==> src/rtl/munch_pkg.sv <==
// rtl/munch_pkg.sv - shared constants and reporter state encoding for the munch datapath
package munch_pkg;

    localparam int         MSG_W       = 152;
    localparam int         MSG_CHARS   = MSG_W / 8;
    localparam logic [7:0] ACK_MATCH   = 8'h4D;
    localparam logic [7:0] ACK_NOMATCH = 8'h4E;

    typedef enum logic [2:0] {
        ST_IDLE,
        ST_ARMED,
        ST_HDR,
        ST_POS_HI,
        ST_POS_LO,
        ST_CHAR,
        ST_CHAR_WAIT,
        ST_FIN
    } rpt_state_e;

endpackage

==> src/rtl/match_reporter.sv <==
// rtl/match_reporter.sv - serialises a batch result (header, position, matched string) onto the host link
module match_reporter #(
    parameter int         MSG_CHARS   = munch_pkg::MSG_CHARS,
    parameter logic [7:0] ACK_MATCH   = munch_pkg::ACK_MATCH,
    parameter logic [7:0] ACK_NOMATCH = munch_pkg::ACK_NOMATCH
) (
    input  logic        clk,
    input  logic        reset,
    input  logic        proc_start,
    input  logic        proc_done,
    input  logic        proc_match,
    input  logic [15:0] proc_byte_pos,
    input  logic [7:0]  proc_match_char,
    output logic        proc_match_char_next,
    output logic [7:0]  tx_data,
    output logic        tx_valid,
    input  logic        tx_ready,
    output logic        rpt_busy,
    output logic        rpt_done
);
    import munch_pkg::*;

    localparam int CNT_W = $clog2(MSG_CHARS + 1);

    rpt_state_e  state_q, state_d;
    logic        tx_valid_q, tx_valid_d;
    logic [7:0]  tx_data_q, tx_data_d;
    logic        match_q, match_d;
    logic [15:0] pos_q, pos_d;
    logic [CNT_W-1:0] cnt_q, cnt_d;
    logic        xfer;

    assign xfer = tx_valid_q && tx_ready;

    always_comb begin
        state_d    = state_q;
        tx_valid_d = tx_valid_q;
        tx_data_d  = tx_data_q;
        match_d    = match_q;
        pos_d      = pos_q;
        cnt_d      = cnt_q;
        case (state_q)
            ST_IDLE: ;
            ST_ARMED: begin
                if (proc_done) begin
                    match_d    = proc_match;
                    pos_d      = proc_byte_pos;
                    cnt_d      = '0;
                    tx_valid_d = 1'b1;
                    tx_data_d  = proc_match ? ACK_MATCH : ACK_NOMATCH;
                    state_d    = ST_HDR;
                end
            end
            ST_HDR: begin
                if (xfer) begin
                    tx_data_d = pos_q[15:8];
                    state_d   = ST_POS_HI;
                end
            end
            ST_POS_HI: begin
                if (xfer) begin
                    tx_data_d = pos_q[7:0];
                    state_d   = ST_POS_LO;
                end
            end
            ST_POS_LO: begin
                if (xfer) begin
                    if (match_q) begin
                        tx_data_d = proc_match_char;
                        state_d   = ST_CHAR;
                    end else begin
                        tx_valid_d = 1'b0;
                        state_d    = ST_FIN;
                    end
                end
            end
            ST_CHAR: begin
                if (xfer) begin
                    tx_valid_d = 1'b0;
                    cnt_d      = cnt_q + 1'b1;
                    state_d    = ST_CHAR_WAIT;
                end
            end
            ST_CHAR_WAIT: begin
                // The matcher shifted during the transfer cycle, so the head char is fresh here.
                if (cnt_q == CNT_W'(MSG_CHARS)) begin
                    state_d = ST_FIN;
                end else begin
                    tx_valid_d = 1'b1;
                    tx_data_d  = proc_match_char;
                    state_d    = ST_CHAR;
                end
            end
            ST_FIN:  state_d = ST_IDLE;
            default: state_d = ST_IDLE;
        endcase
        if (proc_start) begin
            state_d    = ST_ARMED;
            tx_valid_d = 1'b0;
        end
    end

    always_ff @(posedge clk) begin
        if (reset) begin
            state_q    <= ST_IDLE;
            tx_valid_q <= 1'b0;
            tx_data_q  <= '0;
            match_q    <= 1'b0;
            pos_q      <= '0;
            cnt_q      <= '0;
        end else begin
            state_q    <= state_d;
            tx_valid_q <= tx_valid_d;
            tx_data_q  <= tx_data_d;
            match_q    <= match_d;
            pos_q      <= pos_d;
            cnt_q      <= cnt_d;
        end
    end

    assign tx_valid             = tx_valid_q;
    assign tx_data              = tx_data_q;
    assign proc_match_char_next = !reset && (state_q == ST_CHAR) && xfer;
    assign rpt_busy             = (state_q != ST_IDLE);
    assign rpt_done             = (state_q == ST_FIN);

endmodule

==> config.mk <==
export PLATFORM = sky130hd
export DESIGN_NAME = match_reporter
export DESIGN_NICKNAME = d
export VERILOG_FILES = /design/src/rtl/munch_pkg.sv /design/src/rtl/match_reporter.sv
export SDC_FILE = /design/constraint.sdc
export NUM_CORES = 1
export LEC_CHECK = 0
export ABC_AREA = 1
export BUFFER_PORTS_ARGS = -buffer_cell sky130_fd_sc_hd__buf_2
export CAP_MARGIN = 10
export CORE_UTILIZATION = 50
export DETAILED_ROUTE_END_ITERATION = 6
export PLACE_DENSITY = 0.75
export SLEW_MARGIN = 20
export SYNTH_ARGS = -nofsm -noshare
export SYNTH_HDL_FRONTEND = slang
export SYNTH_SLANG_ARGS = --single-unit
==> constraint.sdc <==
create_clock -name clk -period 1.65 [get_ports clk]
set_input_delay 0.165 -clock clk [delete_from_list [all_inputs] [get_ports clk]]
set_output_delay 0.165 -clock clk [all_outputs]
set_load 0.03 [all_outputs]
# Yosys cells after proc, flatten, opt, wreduce, memory -nomap -nowiden
# Cells that the tools add are included.
dict set report totals {
  output_inout_bits 12
  elab_cells 72
  reg_bits 34
}
dict set report classes {
  add_sub_neg 1
  mux 26
  reduce_logical 17
  eq_ne 21
}
# cell count
set ops {}
lappend ops {{8-bit two-way mux} 6}
lappend ops {{8-bit case mux with 5 select lines} 1}
lappend ops {{3-bit case mux with 7 select lines} 1}
lappend ops {{6-bit AND reduction} 3}
lappend ops {{2-bit inequality test, second input constant} 8}
lappend ops {{3-bit two-way mux} 5}
lappend ops {{3-bit inequality test, second input constant} 5}
lappend ops {{3-bit equality test, second input constant} 4}
lappend ops {{5-bit two-way mux} 2}
lappend ops {{5-bit case mux with 2 select lines} 1}
lappend ops {{8-bit nonzero test} 1}
lappend ops {{7-bit AND reduction} 1}
lappend ops {{7-bit nonzero test} 1}
lappend ops {{3-bit by 2-bit equality test with 1-bit output, second input constant} 2}
lappend ops {{1-bit two-way mux} 6}
lappend ops {{2-bit two-way mux} 3}
lappend ops {{5-bit by 1-bit adder with 5-bit output, second input constant} 1}
lappend ops {{5-bit equality test, second input constant} 1}
lappend ops {{5-bit nonzero test} 1}
lappend ops {{1-bit case mux with 4 select lines} 1}
lappend ops {{4-bit nonzero test} 1}
lappend ops {{3-bit by 1-bit equality test with 1-bit output, second input constant} 1}
lappend ops {{1-bit logical AND} 3}
lappend ops {{3-bit AND reduction} 1}
lappend ops {{5 further kinds} 5}

# Depth between registers and ports, before layout
# Gate-level depths: netlist of run 1.
dict set report depth {
  depth_word 4
  ltp_mapped 11
  depth_no_buf 10
}

# Least setup slack after synthesis of run 1
# OpenSTA, ideal clock, no wires.
dict set report synth_timing {
  path_kind {reg2out}
  startpoint {register tx_valid_q (netlist: tx_valid)}
  endpoint {output port proc_match_char_next}
  stages_incl_launch_ff 5
  arrival_ns 1.281
  path_slack_ns 0.204
  path_buffers 0
  cell_sequence {dfxtp_1 > nand2_1 > inv_1 > nand2_1 > nor2_1}
}
dict set report synth_via {
  elab_chain_cells 2
}
# element line_no
set synth_lines {}
lappend synth_lines {{from (decl)} match_reporter.sv:26} ;# logic tx_valid_q, tx_valid_d;
lappend synth_lines {{from (signal assigned)} match_reporter.sv:113} ;# tx_valid_q <= tx_valid_d;
lappend synth_lines {{1-bit logical AND} match_reporter.sv:33} ;# assign xfer = tx_valid_q && tx_ready;
lappend synth_lines {{1-bit logical AND} match_reporter.sv:123} ;# assign proc_match_char_next = !reset && (state_q == ST_CHAR) && xfer;
lappend synth_lines {{to (decl)} match_reporter.sv:14} ;# output logic proc_match_char_next,
# No other way between the ends.

# Final worst setup path of run 1
dict set report layout_timing {
  startpoint {register state_q[2]}
  endpoint {output port proc_match_char_next}
}
dict set report layout_via {
  elab_chain_cells 3
}
# element line_no
set layout_lines {}
lappend layout_lines {{from (decl)} match_reporter.sv:25} ;# rpt_state_e state_q, state_d;
lappend layout_lines {{from (signal assigned)} match_reporter.sv:112} ;# state_q <= state_d;
lappend layout_lines {{3-bit equality test} match_reporter.sv:123}
lappend layout_lines {{1-bit logical AND (2 in a row)} match_reporter.sv:123}
# No other way between the ends.

==> results of run 1 <==
[per-stage QoR]
stage / TNS, ns / worst slack [ns] / area, sq um / utilization, %
floorplan: 0 / 0.204 / 1770 / -
global placement: 0 / 0.115 / 2010 / 59.8
detailed placement: 0 / 0.118 / 2010 / 59.8
CTS: 0 / 0.0204 / 2070 / 61.5
global route: -0.0180 / -0.0125 / 2100 / 62.5
finish: 0 / 0.0850 / 2100 / 62.5
[logic make-up (layout without fill, tap and decap cells)]
| logic type | after synthesis | count (layout) | share of synthesized area, % |
|---|---|---|---|
| AOI/OAI and AO/OA | 41 | 41 | 12.0 |
| adders and majority gates | 1 | 1 | 0.707 |
| DFF | 34 | 34 | 38.5 |
| buffers and inverters | 35 | 83 | 9.62 |
| and+or+nand+nor | 158 | 158 | 39.3 |
[final timing paths]
| path | start | to | slack, ns | depth (start not counted) |
|---|---|---|---|---|
| max | state_q[2]$_SDFFE_PP0P_ | proc_match_char_next | 0.08 | 6 |
| max reg2reg | state_q[2]$_SDFFE_PP0P_ | match_q$_SDFFE_PP0P_ | 0.14 | 6 |
| min | proc_byte_pos[6] | pos_q[6]$_SDFFE_PP0P_ | 0.05 | 3 |
| min reg2reg | tx_data[7]$_SDFFE_PP0P_ | tx_data[7]$_SDFFE_PP0P_ | 0.46 | 2 |
[routing by layer]
layer	vias to the layer above	global-route usage [%]	part of all wire (%)
met5	-	0	0
met4	0	11.4	1.5
met3	6	4.62	4.8
met2	45	31.3	45
met1	763	30.8	49
li1	950	-	-
[cell type report]
cell class / count / area, sq um / share of cell area (%)
Sequential cell: 34 / 687 / 32.7
Multi-Input combinational cell: 200 / 931 / 44.3
Clock inverter: 2 / 10.0 / 0.476
Timing Repair Buffer: 51 / 283 / 13.5
Clock buffer: 5 / 37.5 / 1.79
Tap cell: 46 / 57.6 / 2.74
Inverter: 25 / 96.3 / 4.58
[timing repair]
action	4_1_cts	5_1_grt
endpoints found under the setup margin	1	9
gates resized for setup	4	4
setup buffers	0	3
pin swaps	0	3
[Yosys cell counts (2+ instances only)]
master,count,area share [%]
sky130_fd_sc_hd__nor2_4,4,2.5
sky130_fd_sc_hd__nand2_1,89,19
sky130_fd_sc_hd__nand4_1,4,1.4
sky130_fd_sc_hd__nand3_1,22,6.2
sky130_fd_sc_hd__nor2_1,28,5.9
sky130_fd_sc_hd__clkbuf_1,3,0.64
sky130_fd_sc_hd__o21ai_0,7,2.0
sky130_fd_sc_hd__buf_6,4,2.5
sky130_fd_sc_hd__a21oi_1,31,8.8
sky130_fd_sc_hd__nor3_1,2,0.57
sky130_fd_sc_hd__inv_1,23,4.9
sky130_fd_sc_hd__buf_2,2,0.57
sky130_fd_sc_hd__nand2_2,3,1.1
sky130_fd_sc_hd__dfxtp_1,34,38
sky130_fd_sc_hd__nor2_2,4,1.4
[power by group through the flow]
| stage | Clock [mW] | Combinational, mW | Sequential, mW |
|---|---|---|---|
| finish | 0.436 | 0.381 | 0.902 |
| floorplan | 0 | 0.240 | 0.962 |
| CTS | 0.448 | 0.377 | 0.902 |
| global route | 0.491 | 0.428 | 0.910 |
| detailed placement | 0 | 0.376 | 0.922 |
| global placement | 0 | 0.373 | 0.921 |
[sequential cells by signal (all words and copies together), names as in the netlist]
register  count
cnt_q         5
match_q       1
pos_q        16
state_q       3
tx_data       8
tx_valid      1
[worst max-delay path, cell delays in order (launching register included)]
cell and delay (ns):
sky130_fd_sc_hd__dfxtp_4 0.38, sky130_fd_sc_hd__buf_4 0.15, sky130_fd_sc_hd__nand2_4 0.07, sky130_fd_sc_hd__nor2_4 0.13, sky130_fd_sc_hd__nand2_2 0.08, sky130_fd_sc_hd__nor2_1 0.09, sky130_fd_sc_hd__buf_4 0.16
==> summary by stage, run 1 <==
Outcome
The flow ran to the end, and the final reports show no timing, DRC or antenna violations.

Timing
For this run, the top clock speed supported by timing is 0.639 GHz. The tightest hold margin is 0.0511 ns. For the pin with the worst max-slew slack, the measured transition is 0.283 ns. The worst path uses 94.8% of the clock period.

The hold violation count in the final report is 0. The worst path in the final design needs a cycle of 1.57 ns, including I/O delays and setup. The number of pins exceeding their max-slew limit in the final report came to 0. Headroom to the max-slew limit came out at 81.1%. The total setup violations reported at the end of the flow is 0. The clock tree skew after final layout is 0.00865 ns.

Drt
Once detail routing completed, the nets flagged for antenna violations numbered 0. The total via count after detailed routing is 1764. In the routed design, unresolved DRC markers number 0. The number of DRC markers after the initial detailed-route iteration is 94. The vias per cell is 4.86. The number of search-and-repair iterations in the first detailed-routing pass is 4.

The final layout contains routed wiring with a total length of 3900 microns. Dividing the detail-routed wire length by the instance count gives 10.7 microns.

Floorplanning
The number of I/O pins is 42. From bottom edge to top edge, the die measures 61.5 microns. The core outline area is 3360 sq um. The floorplan has 21 rows. The area of the die is 3780 sq um. The initial utilization of the core area, before any placement, comes to 52.6%.

The die boundary width is 61.5 microns.

Clock network
The cell at the root of the clock tree is sky130_fd_sc_hd__clkbuf_4. The clock net in this run drives a total of 34 sinks. The H-tree was split into 2 levels. The clock latency on the worst-skew pair is 0.34 ns. Buffers inserted to repair hold after CTS numbered 0. TritonCTS built the clock tree. The number of buffers created by CTS is 5. The clock passes through at most 2 buffers. The clock transition at the register clock pins on the worst setup and hold paths after CTS is 0.10 ns.

Finish
Leaving out fill and tap cells, the most frequent cell in the layout is sky130_fd_sc_hd__nand2_1. The number of inserted filler cells in the final layout is 346. The repair_antennas step left the layout with diodes totalling 0. Relative to the synthesized area, the layout overhead comes to 18.8%. The net total in the final layout is 348. Of the cells placed in the final design, the portion with a size suffix greater than 1 is 24.9%. The number of standard cells in the final layout excluding fillers is 363. In the layout the commonest cells are sky130_fd_sc_hd__nand2_1, sky130_fd_sc_hd__buf_2, sky130_fd_sc_hd__a21oi_1, sky130_fd_sc_hd__dfxtp_1, sky130_fd_sc_hd__nor2_1.

GRT
The number of antenna violations at the first check in global routing is 0. In the global route stage, overall resource usage came out at 21.9%. The pin count of the biggest net entering global routing is 18. The total overflow reported by the global router is 0.

The first global-routing pass estimated 6050 microns of wire. The via count of the first global-routing pass was 1357.

Logic synthesis
The post-synthesis instance area is 1770 sq um. Synthesis produced 269 cells. The number of nets handed over by synthesis was 300. The flop and latch count out of synthesis is 34. In this run the mean area of a mapped cell was 6.58 sq um. The most used flip-flop cell after synthesis is sky130_fd_sc_hd__dfxtp_1. The number of flops mapped to enable cells by yosys is 0.

The warning count from the yosys run is 0. The number of different library cells used by synthesis comes to 24. The fraction of registers with async set or reset after synthesis is 0%. The share of synthesized area occupied by flip-flops and latches is 38.5%.

Power
In this run the static leakage power is 1.00 nW. Combinational logic is responsible for 22.2% of the overall power. The internal power is 1.16 mW. The power after layout is 1.72 mW. The net switching power is 0.562 mW. The total power divided by cell area is 818 nW/um^2. Net switching is 32.7% of the power.

Per report_power, the sequential group accounts for 52.5% of the total. The worst-case IR drop observed on VDD is 0.000503 V. The part of the power in the clock network is 25.4%.

Placement
Routability-driven placement finished with a final weighted congestion of 0.828. The half-perimeter wire length after placement is 2860 microns. The cell total after placement is 353.

The number of buffers inserted by port buffering is 41.

Worst setup path
STA puts the critical path data arrival time at 1.40 ns. The category of the worst setup path capture point is an output pin. The setup path with the least slack is of type reg2out. The data required time at the worst endpoint is 1.48 ns. The type of origin of the critical path is a flop. In this run the worst path has a maximum fanout of 4.

Hold path
The type of the most critical hold path is in2reg.

Run
The number of max-cap violations is 0.
(Power assumes the default switching activity.)
==> inputs of run 2 (changes only) <==
PLACE_DENSITY = 0.73   (was 0.75)
clock period = 1.7 ns   (was 1.65 ns; I/O delays follow)
==> run 2 against run 1 <==
  * Clock skew rose by 0.0041 ns
  * Count of clock-buffer cells in the layout rose by 1
  * First-iteration DRC count rose by 2.1%
  * Utilization fell by 0.30 points
  * Non-clock buffer count fell by 2
  * Combinational power fell by 6.3%
  * Sequential power fell by 2%
  * Sequential cell count did not move
  * Via count rose by 0.11%
  * Largest power group unchanged
  * Highest routed layer unchanged
==> summary by stage, run 2 (synthesis gave the netlist of run 1 again) <==
Worst setup path
The type of origin of the critical path is a flop. At the worst endpoint, the required time is 1.53 ns. The critical path is of the reg2out type. The critical path arrival is 1.43 ns. The worst setup path is captured at an output pin.

The largest fanout on the critical path is 6.

Timing
At the pin with the least slew margin, the transition time is 0.276 ns. The number of pins exceeding their max-slew limit in the final report is 0. The total setup violations reported at the end of the flow is 0. The worst pin sits at a relative slew slack of 81.6%. For the final routed database, the setup TNS stands at 0 ns. The part of the cycle the worst path needs is 94.2%. On the final layout, the worst hold slack is 0.0501 ns. The clock period could shrink to 1.60 ns. On the final layout, the worst clock skew is 0.0127 ns. The hold violation count in the final report is 0. The peak clock frequency supported by timing is 0.625 GHz.

Clock network
Clock-pin slew was measured on the worst setup and hold paths at 0.11 ns. The clock tree synthesis step divided the H-tree into 2 levels. The clock latency on the worst-skew pair is 0.35 ns. The maximum buffer depth of the clock tree is 2. The clock net in this run drives a total of 34 sinks. The total of hold buffers inserted after clock tree synthesis is 0. The CTS tree is done. The number of buffers created by CTS is 5. The cell at the root of the clock tree is sky130_fd_sc_hd__clkbuf_4.

Placement
Counting tap cells, the placed design contains a total of 350 instances. The half-perimeter wire length after placement is 2910 microns. The placer congestion estimate is 0.819. During placement, the flow inserted port buffers numbering 41.

GRT
Entering global routing, the biggest net connects 18 pins. The via count of the first global-routing pass was 1430. The wire length of the first global-routing pass is 6290 microns. The global routing usage summed across all routing layers is 22.9%. The total overflow reported by the global router is 0.

The number of antenna violations at the first check in global routing is 0.

Finish
The sequential standard cell area is 682 sq um. The core occupancy in the finished layout is 62.2%. The final layout contains 346 nets. The share of layout cells above drive strength 1 is 23.7%. In the final layout, the multi-input gates occupy 921 sq um. The leading cell type in the layout, fill and taps excluded is sky130_fd_sc_hd__nand2_1. In the layout the commonest cells are sky130_fd_sc_hd__nand2_1, sky130_fd_sc_hd__buf_2, sky130_fd_sc_hd__dfxtp_1, sky130_fd_sc_hd__a21oi_1, sky130_fd_sc_hd__nor2_1. The area growth from synthesis to layout is 18.2%.

The flip-flop count of the largest register, all copies and words added is 16. The filler cells instantiated in the layout total 363. The number of antenna diodes in the final layout is 0.

The top register by number of flip-flops is pos_q. Leaving out filler cells and counting taps, the final layout contains 362.

Floorplanning
The area of the die is 3780 sq um. The number of I/O pins is 42. Once the floorplan was initialized, standard cells occupied 52.6% of the core.

The die is 61.5 microns wide. The vertical die dimension is 61.5 microns. The core outline area is 3360 sq um.

The initialized floorplan defines 21 standard-cell rows.

Hold path
The worst hold path belongs to the class in2reg.

Drt
After detailed routing, the number of vias per cell comes to 4.88. In this run, the number of DRC markers left after iteration 0 of detailed routing was 96. The number of remaining DRC errors is 0. The count of nets left with antenna violations after detail routing is 0. The total via count after detailed routing is 1766. The number of search-and-repair iterations in the first detailed-routing pass is 4.

After detailed routing, the average wire length per cell comes to 10.8 microns. Wires add up to 3900 microns.

Power
The maximum ir drop on the vdd rail is 0.000570 V. Power spread over the standard cell area amounts to 823 nW/um^2. The leakage power is 0.994 nW.

Overall power consumption after layout is estimated at 1.72 mW.

Outcome
The run finished with clean final reports.

Run
The number of max-cap violations is 0.
-- run 2: changes by cell type in the layout (fill, tap and decap cells not counted), sizes merged --
cell,before,now
buf,51,49
clkbuf,5,6
clkinvlp,0,1
clkinv,2,1
-- run 2: critical path, stage by stage (launching register included) --
cell and delay, ns:
sky130_fd_sc_hd__dfxtp_1 0.37, sky130_fd_sc_hd__buf_6 0.14, sky130_fd_sc_hd__nand2_4 0.06, sky130_fd_sc_hd__nor2_4 0.13, sky130_fd_sc_hd__nand2_1 0.11, sky130_fd_sc_hd__nor2_1 0.11
sky130_fd_sc_hd__buf_4 0.17
-- run 2: layer usage --
metal	routed length, microns	GRT usage (%)
met1	1880	30.1
met2	1800	35.9
met3	176	6.72
met4	53	7.62
met5	0	0
-- run 2: power by group --
| group | leakage, nW | internal [mW] | switching (mW) | total (mW) |
|---|---|---|---|---|
| clock network | 0.0343 | 0.199 | 0.283 | 0.482 |
| logic | 0.682 | 0.123 | 0.234 | 0.357 |
| registers | 0.278 | 0.848 | 0.0346 | 0.883 |
-- run 2: cell type report --
type,instances,area share [%]
clock buffer,6,2.45
clock inverter,2,0.598
inverter,25,4.61
multi-input combinational,200,44.0
sequential,34,32.6
tap,46,2.75
timing repair buffer,49,13.0
-- run 2: per-stage QoR --
step / setup WS, ns / area, sq um
after floorplan: 0.249 / 1770
after global placement: 0.186 / 1990
after detailed placement: 0.158 / 1990
after CTS: 0.0243 / 2060
after global routing: -0.000369 / 2090
final: 0.0994 / 2090
-- run 2: timing repair --
action | CTS | global route
gates resized for setup | 3 | 1
endpoints found under the setup margin | 1 | 2
endpoints found under the hold margin | 0 | 0
buffers inserted | 0 | 4
-- run 2: final timing paths --
kind                           start  slack, ns  cells after the start                       to
min                 proc_byte_pos[6]       0.05                      3    pos_q[6]$_SDFFE_PP0P_
max          state_q[2]$_SDFFE_PP0P_        0.1                      6     proc_match_char_next
max reg2reg    cnt_q[0]$_SDFFE_PP0P_       0.19                     10  tx_data[5]$_SDFFE_PP0P_
min reg2reg  tx_data[7]$_SDFFE_PP0P_       0.47                      2  tx_data[7]$_SDFFE_PP0P_
